--- src/rtl/counter_pkg.sv ---
// Shared definitions for the LUT-driven sequence counter: FSM state encoding
// and the power-on next-state function used to fill the table.
// Latency: n/a (package). Backpressure: n/a.
package counter_pkg;

  // INIT rewrites the table after every reset; RUN steps the counter.
  typedef enum logic {
    ST_INIT = 1'b0,
    ST_RUN  = 1'b1
  } state_e;

  // Default table entry: a binary up-counter that wraps at 2**width.
  function automatic int default_next(input int i, input int width);
    return (i + 1) % (1 << width);
  endfunction

endpackage

--- src/rtl/lut_next_state_ram.sv ---
// Next-state table: DEPTH x WIDTH register array, one sync write port, one async read port.
// Latency: read is combinational; a write becomes visible the cycle after the write edge.
// Backpressure: none; writes are accepted every cycle, contents are not reset.
//
// Ports:
//   clk              rising-edge clock
//   we/waddr/wdata   synchronous write port
//   raddr/rdata      asynchronous read port
module lut_next_state_ram #(
  parameter int WIDTH = 2
) (
  input  logic             clk,
  input  logic             we,
  input  logic [WIDTH-1:0] waddr,
  input  logic [WIDTH-1:0] wdata,
  input  logic [WIDTH-1:0] raddr,
  output logic [WIDTH-1:0] rdata
);

  localparam int DEPTH = 1 << WIDTH;

  logic [WIDTH-1:0] mem [DEPTH];

  always_ff @(posedge clk) begin
    if (we) begin
      mem[waddr] <= wdata;
    end
  end

  assign rdata = mem[raddr];

endmodule

--- src/rtl/lut_seq_counter.sv ---
// LUT-driven sequence counter: count <= table[count], with a runtime-programmable table.
// Latency: one step per enabled edge; ready rises DEPTH+1 edges after reset release.
// Backpressure: none; en/load/wr_en are ignored while ready=0 (table being initialised).
//
// Ports:
//   clk, reset_n             clock, asynchronous active-low reset
//   en, load, load_val       step / synchronous load (load wins over en)
//   wr_en, wr_addr, wr_data  table programming, honoured only once ready
//   ready, count, wrap       status, current state, 1-cycle return-to-zero pulse
module lut_seq_counter
  import counter_pkg::*;
#(
  parameter int WIDTH = 2
) (
  input  logic             clk,
  input  logic             reset_n,
  input  logic             en,
  input  logic             load,
  input  logic [WIDTH-1:0] load_val,
  input  logic             wr_en,
  input  logic [WIDTH-1:0] wr_addr,
  input  logic [WIDTH-1:0] wr_data,
  output logic             ready,
  output logic [WIDTH-1:0] count,
  output logic             wrap
);

  localparam int DEPTH = 1 << WIDTH;

  state_e           state;
  logic [WIDTH-1:0] init_ptr;
  // Set once the last entry has been written; the FSM leaves INIT on the
  // following edge so every entry is in place before the first step.
  logic             init_done;

  logic             ram_we;
  logic [WIDTH-1:0] ram_waddr;
  logic [WIDTH-1:0] ram_wdata;
  logic [WIDTH-1:0] next_val;
  logic [WIDTH-1:0] init_val;

  assign init_val = WIDTH'(default_next(int'(init_ptr), WIDTH));

  // INIT owns the write port; afterwards it belongs to the user.
  always_comb begin
    ram_we    = wr_en;
    ram_waddr = wr_addr;
    ram_wdata = wr_data;
    if (state == ST_INIT) begin
      ram_we    = ~init_done;
      ram_waddr = init_ptr;
      ram_wdata = init_val;
    end
  end

  // Async read on count: a same-cycle write to entry count is seen only
  // after the edge, so a simultaneous step uses the old entry.
  lut_next_state_ram #(
    .WIDTH (WIDTH)
  ) u_table (
    .clk   (clk),
    .we    (ram_we),
    .waddr (ram_waddr),
    .wdata (ram_wdata),
    .raddr (count),
    .rdata (next_val)
  );

  always_ff @(posedge clk or negedge reset_n) begin
    if (!reset_n) begin
      state     <= ST_INIT;
      init_ptr  <= '0;
      init_done <= 1'b0;
      ready     <= 1'b0;
      count     <= '0;
      wrap      <= 1'b0;
    end else begin
      case (state)
        ST_INIT: begin
          wrap <= 1'b0;
          if (init_done) begin
            state <= ST_RUN;
            ready <= 1'b1;
          end else begin
            if (init_ptr == WIDTH'(DEPTH - 1)) begin
              init_done <= 1'b1;
            end
            init_ptr <= init_ptr + WIDTH'(1);
          end
        end
        ST_RUN: begin
          if (load) begin
            count <= load_val;
            wrap  <= 1'b0;
          end else if (en) begin
            count <= next_val;
            wrap  <= (next_val == '0);
          end else begin
            wrap  <= 1'b0;
          end
        end
        default: state <= ST_INIT;
      endcase
    end
  end

endmodule

--- config.mk ---
export PLATFORM = sky130hd
export DESIGN_NAME = lut_seq_counter
export DESIGN_NICKNAME = d
export VERILOG_FILES = /design/src/rtl/counter_pkg.sv /design/src/rtl/lut_next_state_ram.sv /design/src/rtl/lut_seq_counter.sv
export SDC_FILE = /design/constraint.sdc
export NUM_CORES = 1
export LEC_CHECK = 0
export CORE_MARGIN = 2
export CORE_UTILIZATION = 45
export DETAILED_ROUTE_END_ITERATION = 8
export PLACE_DENSITY_LB_ADDON = 0.25
export SKIP_LAST_GASP = 1
export SYNTH_ARGS = -nofsm -noshare
export SYNTH_HDL_FRONTEND = slang
export SYNTH_HIERARCHICAL = 1
export SYNTH_SLANG_ARGS = --single-unit
--- constraint.sdc ---
create_clock -name clk -period 4 [get_ports clk]
set_input_delay 0.6 -clock clk [delete_from_list [all_inputs] [get_ports clk]]
set_output_delay 0.6 -clock clk [all_outputs]
set_load 0.1 [all_outputs]
* Word-level counts from Yosys, hierarchy flattened *
Memories as Yosys holds them, arrays and structs flattened.
Index checks and enable logic that the tools add are counted.

storage, ports and cells
  flip-flop bits (word level) = 8
  bits in latches = 0
  RAM bits = 8
  bits in read-only memories = 0
  bits of input ports = 11
  output and inout bits = 4
  word-level logic and storage cells = 31
  memories kept = 1

cells by class
  add/sub/neg operators = 2
  $mul = 0
  divide/modulo/power cells = 0
  magnitude comparators = 0
  equality and inequality tests = 1
  shift-type cells = 0
  muxes and demuxes = 14
  bitwise logic cells = 2
  reduce and logical (&&, ||, !) cells = 5

memory list
  memory       words  width  rd ports  clocked after Yosys merged registers in  wr ports  line                      RTL
  u_table.mem  4      2      1         0                                        1         lut_next_state_ram.sv:22  logic [WIDTH-1:0] mem [DEPTH];

operators with widths
  cell                                                           count
  1-bit 2-to-1 mux                                               9
  2-bit 2-to-1 mux                                               4
  2-bit AND reduction                                            3
  2-bit by 1-bit adder with 2-bit output, second input constant  2
  2-bit equality test, second input constant                     1
  2-bit zero test                                                1
  1-bit NOT                                                      2
  1-bit case mux with 2 select lines                             1
  2-bit nonzero test                                             1

* Longest topological paths before layout *
Gate-level depths: netlist of run 1.
An unclocked memory read counts as a cell.

  depth after elaboration = 5
  mapped depth = 3
  depth with buffers taken out = 3

* By module *
Netlist of run 1, hierarchy kept.

modules (own cells, without submodules)
  module              times used  cells each  area each (sq um)  seq. area each (sq um)
  lut_seq_counter     1           32          394.1              200.2
  lut_next_state_ram  1           14          324.1              240.2

* Worst setup path after synthesis of run 1 *
OpenSTA, ideal clock, no wires.

  path kind = register -> register
  start = register count[0]
  end = register count[0]
  library setup time = 0.124 ns
  arrival = 2.065 ns
  required time = 3.876 ns
  path slack = 1.811 ns
  stages on the path, launching flop included = 4
  buffers on the path = 0
  clock period less this slack = 2.189 ns
  path through = dfrtp_1 -> mux4_1 -> and4b_1 -> a211o_1

on the way
  word-level cells in the longest chain between the ends = 3

RTL lines
  what                    line                   RTL
  from (decl)             lut_seq_counter.sv:24  output logic [WIDTH-1:0] count,
  from (signal assigned)  lut_seq_counter.sv:93  count <= load_val;
  from (signal assigned)  lut_seq_counter.sv:96  count <= next_val;
  memory read 4 x 2 bit   n/a
  named net next_val[0]   lut_seq_counter.sv:39  logic [WIDTH-1:0] next_val;
  2-bit 2-to-1 mux        lut_seq_counter.sv:95  end else if (en) begin
  2-bit 2-to-1 mux        lut_seq_counter.sv:92  if (load) begin

The timed path passes the listed nets, and every way through them passes these cells. The select of a mux whose other input is x is not followed.
A chain may end at the register's enable or synchronous reset.

* Final worst setup path of run 1 *
  start = register count[0]
  end = output count[0]

No word-level cell between the ends.

==> results.tsv, run 1 <==
metric	value	unit
die_h	44.0	µm
wl_per_cell	14.3	µm
internal_power	0.238	mW
cts.sinks	16	
cts_resized	0	
synthTopCellsByArea	edfxtp_1 33%, dfrtp_1 28%, mux4_1 7.3%	
ios	15	
power_density	358	nW/µm²
synthToLayoutAreaGrowth	24.4	%
stdcell_area	893	µm²
initial_utilization	0.477	
pwr-share-clk	0.258	
yosys.area.top_type_share	0.334	
die_area	1930	µm²
crit_family	buffers and inverters	
overflow	0	
clock_latency	0.28	ns
die_width	44.0	µm
synth_common_cells	8 x dfrtp_1, 8 x edfxtp_1, 4 x mux2_2, 3 x a21o_1	
ys_ff_latch	16	
crit_path_end_kind	output port	
synth_nets	58	
clock_skew	0.00747	ns
tns	0	ns
worstPathRequired	3.40	ns
status	finished clean	
path_max_fanout	4	
syn_area	718	µm²
dr_total_vias	432	
leakagePower	0.388	nW
hp-class	flop to flop	
yosysUniqueCellTypes	22	
yosys.area.top_type	edfxtp_1	
period_share	0.611	
antenna_cells	0	
synth_cells	46	
total_power	0.320	mW
final_cells	79	
slowest_stage	clkdlybuf4s50_1	
final_max_slew_viol_count	0	
max_freq	409	MHz
ys_seq_area_frac	0.613	
drt_iter0_drc	8	
drive_above_1_share	0.159	
first_pass_iters	4	
finalHoldViolations	0	
synthArstFlopShare	0.500	
max_cap_viol_count	0	
seqPwrFrac	0.568	
critPathMaxStageDelay	1.16	ns
p_sw	0.0820	mW
synth-edff-count	8	
port_buffers	14	
numCtsBuffers	3	
core-area	1510	µm²
drc	0	
place_area	867	µm²
viasPerCell	5.47	
tightest_slew	0.965	ns
crit_chain	clkdlybuf4s50_1	
synth_warnings	6	
criticalPathCategory	flop to output port	
placementRows	14	
start_kind	flop	
path_clk_slew	0.09	ns
gp_congestion	0.687	
grt_use_total	0.143	
cts_tree	yes	
routed_wl	1130	µm
rsz0062_at_grt	false	
relSlewSlack	0.355	
nets	76	
first_global_vias	432	
place_hpwl	901	µm
clockBufferDepth	2	
cts-root-buf	clkbuf_4	
dp_cells	75	
crit_buf_inv	1	
antenna_found_initial	0	
ctsHoldBuffers	0	
antenna_left	0	
finalSetupViolCount	0	
sw_frac_of_total	0.256	
ctsHtreeMaxLevel	1	
avgSynthCellArea	15.6	µm²
irDropWorstVdd	0.177	mV
p_comb_frac	0.174	
grt_pass1_wl	1930	µm
post-cts-setup-buffer-count	0	
fin_crit	2.44	ns
synth_flop_cell	edfxtp_1	
grt_max_degree	14	
worstPathArrival	1.84	ns
-- cell usage in the layout (no fill, tap or decap) --
master / synthesis / layout
clkdlybuf4s50_1: 0 / 14
dfrtp_1: 8 / 8
edfxtp_1: 8 / 8
mux2_2: 4 / 4
a21o_1: 3 / 3
clkbuf_4: 0 / 3
inv_1: 2 / 2
a211o_1: 2 / 2
and3_1: 2 / 2
mux4_1: 2 / 2
and3b_1: 2 / 2
nor2b_1: 1 / 1
a21oi_1: 1 / 1
nor2_1: 1 / 1
nand2_1: 1 / 1
nor4_1: 1 / 1
o21ai_2: 1 / 1
and4b_1: 1 / 1
and3_2: 1 / 1
xor2_1: 1 / 1
and4b_2: 1 / 1
ha_1: 1 / 1
clkinv_1: 0 / 1
nor3b_1: 1 / 1
-- final timing paths --
check / start / end / slack [ns] / cells after the start
min in group asynchronous: reset_n / ready / 0.59 / 1
setup / recovery: count[0] / count[0] / 1.56 / 1
hold / removal: ready / ready / 0.49 / 1
hold reg to reg: ready / ready / 0.49 / 1
setup reg to reg: state / u_table/mem[0][0] / 2.36 / 3
max in group asynchronous: reset_n / count[0] / 3.14 / 1
-- cell families (layout without fill, tap and decap cells) --
group	after synthesis	after routing	synth area share
simple gates	12	12	0.120
fa+ha+maj	1	1	0.0174
buf+inv	3	20	0.0261
compound gates	7	7	0.0749
flops	16	16	0.613
mux	6	6	0.136
xor+xnor	1	1	0.0122
-- layer usage --
| metal | routed length [µm] | vias up | part of all wire | track usage |
|---|---|---|---|---|
| met5 | 0 | - | 0 | 0 |
| li1 | - | 219 | - | - |
| met3 | 69 | 0 | 0.061 | 0.0292 |
| met2 | 575 | 15 | 0.51 | 0.244 |
| met4 | 0 | 0 | 0 | 0.0727 |
| met1 | 486 | 198 | 0.43 | 0.168 |
-- through the flow --
step           hold WS (ns)  utilization  setup WS (ns)
3_5_place_dp          0.478        0.576           1.86
5_1_grt               0.512        0.593           1.49
4_1_cts               0.498        0.593           1.54
6_report              0.486        0.593           1.56
2_1_floorplan         0.304            -           1.81
3_3_place_gp          0.437        0.576           1.86
-- area by class of cell --
class                      count  area [µm²]
inverter                       2        7.51
timing repair buffer          14         140
multi-input combinational     27         259
tap                           16        20.0
clock buffer                   3        22.5
fill                         124         613
clock inverter                 1        3.75
sequential                    16         440
-- state kept, by name, indices dropped and copies added, names as in the netlist --
register	count
count	2
state	1
wrap	1
u_table/mem	8
init_done	1
ready	1
init_ptr	2
-- power groups by stage --
stage | registers, mW | clock network, mW | logic, mW
floorplan | 0.205 | 0 | 0.0150
detailed placement | 0.185 | 0 | 0.0559
finish | 0.182 | 0.0827 | 0.0557
global route | 0.183 | 0.0935 | 0.0593
global placement | 0.185 | 0 | 0.0553
CTS | 0.182 | 0.0856 | 0.0561
Power figures use the tool's default switching activity.
==> inputs of run 2 (changes only) <==
==> constraint.sdc (replaced) <==
create_clock -name clk -period 2.3 [get_ports clk]
set_input_delay 0.345 -clock clk [delete_from_list [all_inputs] [get_ports clk]]
set_output_delay 0.345 -clock clk [all_outputs]
set_load 0.1 [all_outputs]
==> run 2 against run 1 <==
Against the previous run: hold slack worse by 0.15 ns; worst setup slack worse by 0.99 ns; global-route usage down 0.33 points; first-iteration DRC count down 25%; core utilization down 0.66 points; via count up 2.3%; combinational power up 70%; register-to-register slack worse by 1.8 ns; clock-buffer cell count up 1.
==> results.tsv, run 2 (synthesis gave the netlist of run 1 again) <==
metric	value	unit	change
status	finished clean		
largest_register_ff_count	8		unchanged
viasPerCell	5.59		+2.3%
path_clk_slew	0.09	ns	about the same
ios	15		unchanged
antenna_left	0		unchanged
clock_latency	0.27	ns	about the same
reg_top3	u_table/mem (8), count (2), init_ptr (2)		
port_buffers	14		unchanged
start_kind	flop		
die_area	1930	µm²	unchanged
first_pass_iters	4		unchanged
layout_commonest_cell	clkdlybuf4s50_1		
final_cell_mix	10 x clkdlybuf4s50_1, 8 x dfrtp_1, 8 x edfxtp_1		
hp-class	primary input to async pin		
die_width	44.0	µm	unchanged
clock_skew	0.00501	ns	-0.00246 ns
clockBufferDepth	2		unchanged
worst-path-stages	3		+2
synthToLayoutAreaGrowth	23.0	%	
drt_iter0_drc	6		-2
grt_use_total	0.139		-0.00326
core-area	1510	µm²	unchanged
cts.sinks	16		unchanged
crit_chain	nor2_1 -> a21o_1 -> nor3b_1		
max_cap_viol_count	0		unchanged
fin_crit	1.73	ns	
tns	0	ns	unchanged
ctsHoldBuffers	0		unchanged
nets	76		unchanged
crit_buf_inv	0		-1
relSlewSlack	0.738		+0.383
antenna_cells	0		unchanged
crit_path_end_kind	flop		
post-cts-setup-buffer-count	0		unchanged
largest_register	u_table/mem		
rsz0062_at_grt	false		
wl_per_cell	14.9	µm	+3.9%
finalHoldViolations	0		unchanged
routed_wl	1180	µm	+3.9%
overflow	0		unchanged
finalSetupViolCount	0		unchanged
path_max_fanout	13		+9
irDropWorstVdd	0.301	mV	+70%
initial_utilization	0.477		unchanged
dr_total_vias	442		+2.3%
cts_resized	0		unchanged
die_h	44.0	µm	unchanged
worstPathRequired	2.24	ns	-1.16 ns
holdWs	0.337	ns	-0.149 ns
drive_above_1_share	0.222		+0.0635
cts-root-buf	clkbuf_4		
criticalPathCategory	flop to flop		
numCtsBuffers	3		unchanged
max_freq	578	MHz	
antenna_found_initial	0		unchanged
period_share	0.753		
leakagePower	0.391	nW	+0.89%
grt_max_degree	14		unchanged
final_max_slew_viol_count	0		unchanged
tightest_slew	0.393	ns	-0.572 ns
placementRows	14		unchanged
rr_worst_depth	3		unchanged
cts_tree	yes		
first_global_vias	432		unchanged
slowest_stage	dfrtp_1		
power_density	628	nW/µm²	+75%
ctsHtreeMaxLevel	1		unchanged
critPathMaxStageDelay	0.52	ns	-0.64 ns
crit_family	simple AND/OR/NAND/NOR gates		
drc	0		unchanged
gp_congestion	0.767		+12%
worstPathArrival	1.67	ns	-0.17 ns
grt_pass1_wl	1860	µm	-3.6%
place_hpwl	927	µm	+2.9%
## run 2: cell types whose count changed in the layout (fill, tap and decap cells not counted)
cell | before | now
clkinv_1 | 1 | 0
buf_4 | 0 | 4
clkdlybuf4s50_1 | 14 | 10
clkbuf_1 | 0 | 1
## run 2: path summary, 6_finish.rpt
path | start | endpoint | slack, ns
setup / recovery | state | u_table/mem[0][1] | 0.57
hold / removal | reset_n | wrap | 0.34
setup reg to reg | state | u_table/mem[0][1] | 0.57
hold reg to reg | ready | ready | 0.46
max in group asynchronous | reset_n | count[1] | 1.70
min in group clk | ready | ready | 0.46
## run 2: worst reg2reg max path: cells and delay by family (launching register included)
| kind | cells | cell delay [ns] |
|---|---|---|
| and+or+nand+nor | 2 | 0.71 |
| DFF | 1 | 0.52 |
| AOI/OAI and AO/OA | 1 | 0.17 |
## run 2: where the power goes
part | internal [mW] | switching, mW
clock | 0.0671 | 0.0767
combinational | 0.0388 | 0.0558
sequential | 0.310 | 0.00634
## run 2: per-stage QoR
step / total power, mW / setup slack [ns] / instance area [µm²] / instances / util
floorplan: 0.382 / 0.111 / 718 / 46 / -
global placement: 0.416 / 0.652 / 857 / 75 / 0.569
detailed placement: 0.418 / 0.577 / 857 / 75 / 0.569
CTS: 0.563 / 0.579 / 883 / 79 / 0.586
global route: 0.578 / 0.451 / 883 / 79 / 0.586
finish: 0.555 / 0.569 / 883 / 79 / 0.586
## run 2: area by class of cell
cell class                 count  area, µm²
clock buffer                   4       26.3
inverter                       2       7.51
timing repair buffer          14        130
fill                         129        623
tap                           16       20.0
sequential                    16        440
multi-input combinational     27        259
## run 2: metal layers
metal	part of all wire	track usage	vias up
met3	0.062	0.0292	2
met4	0.012	0.0909	0
li1	-	-	213
met1	0.43	0.166	212
met5	0	0	-
met2	0.49	0.226	15
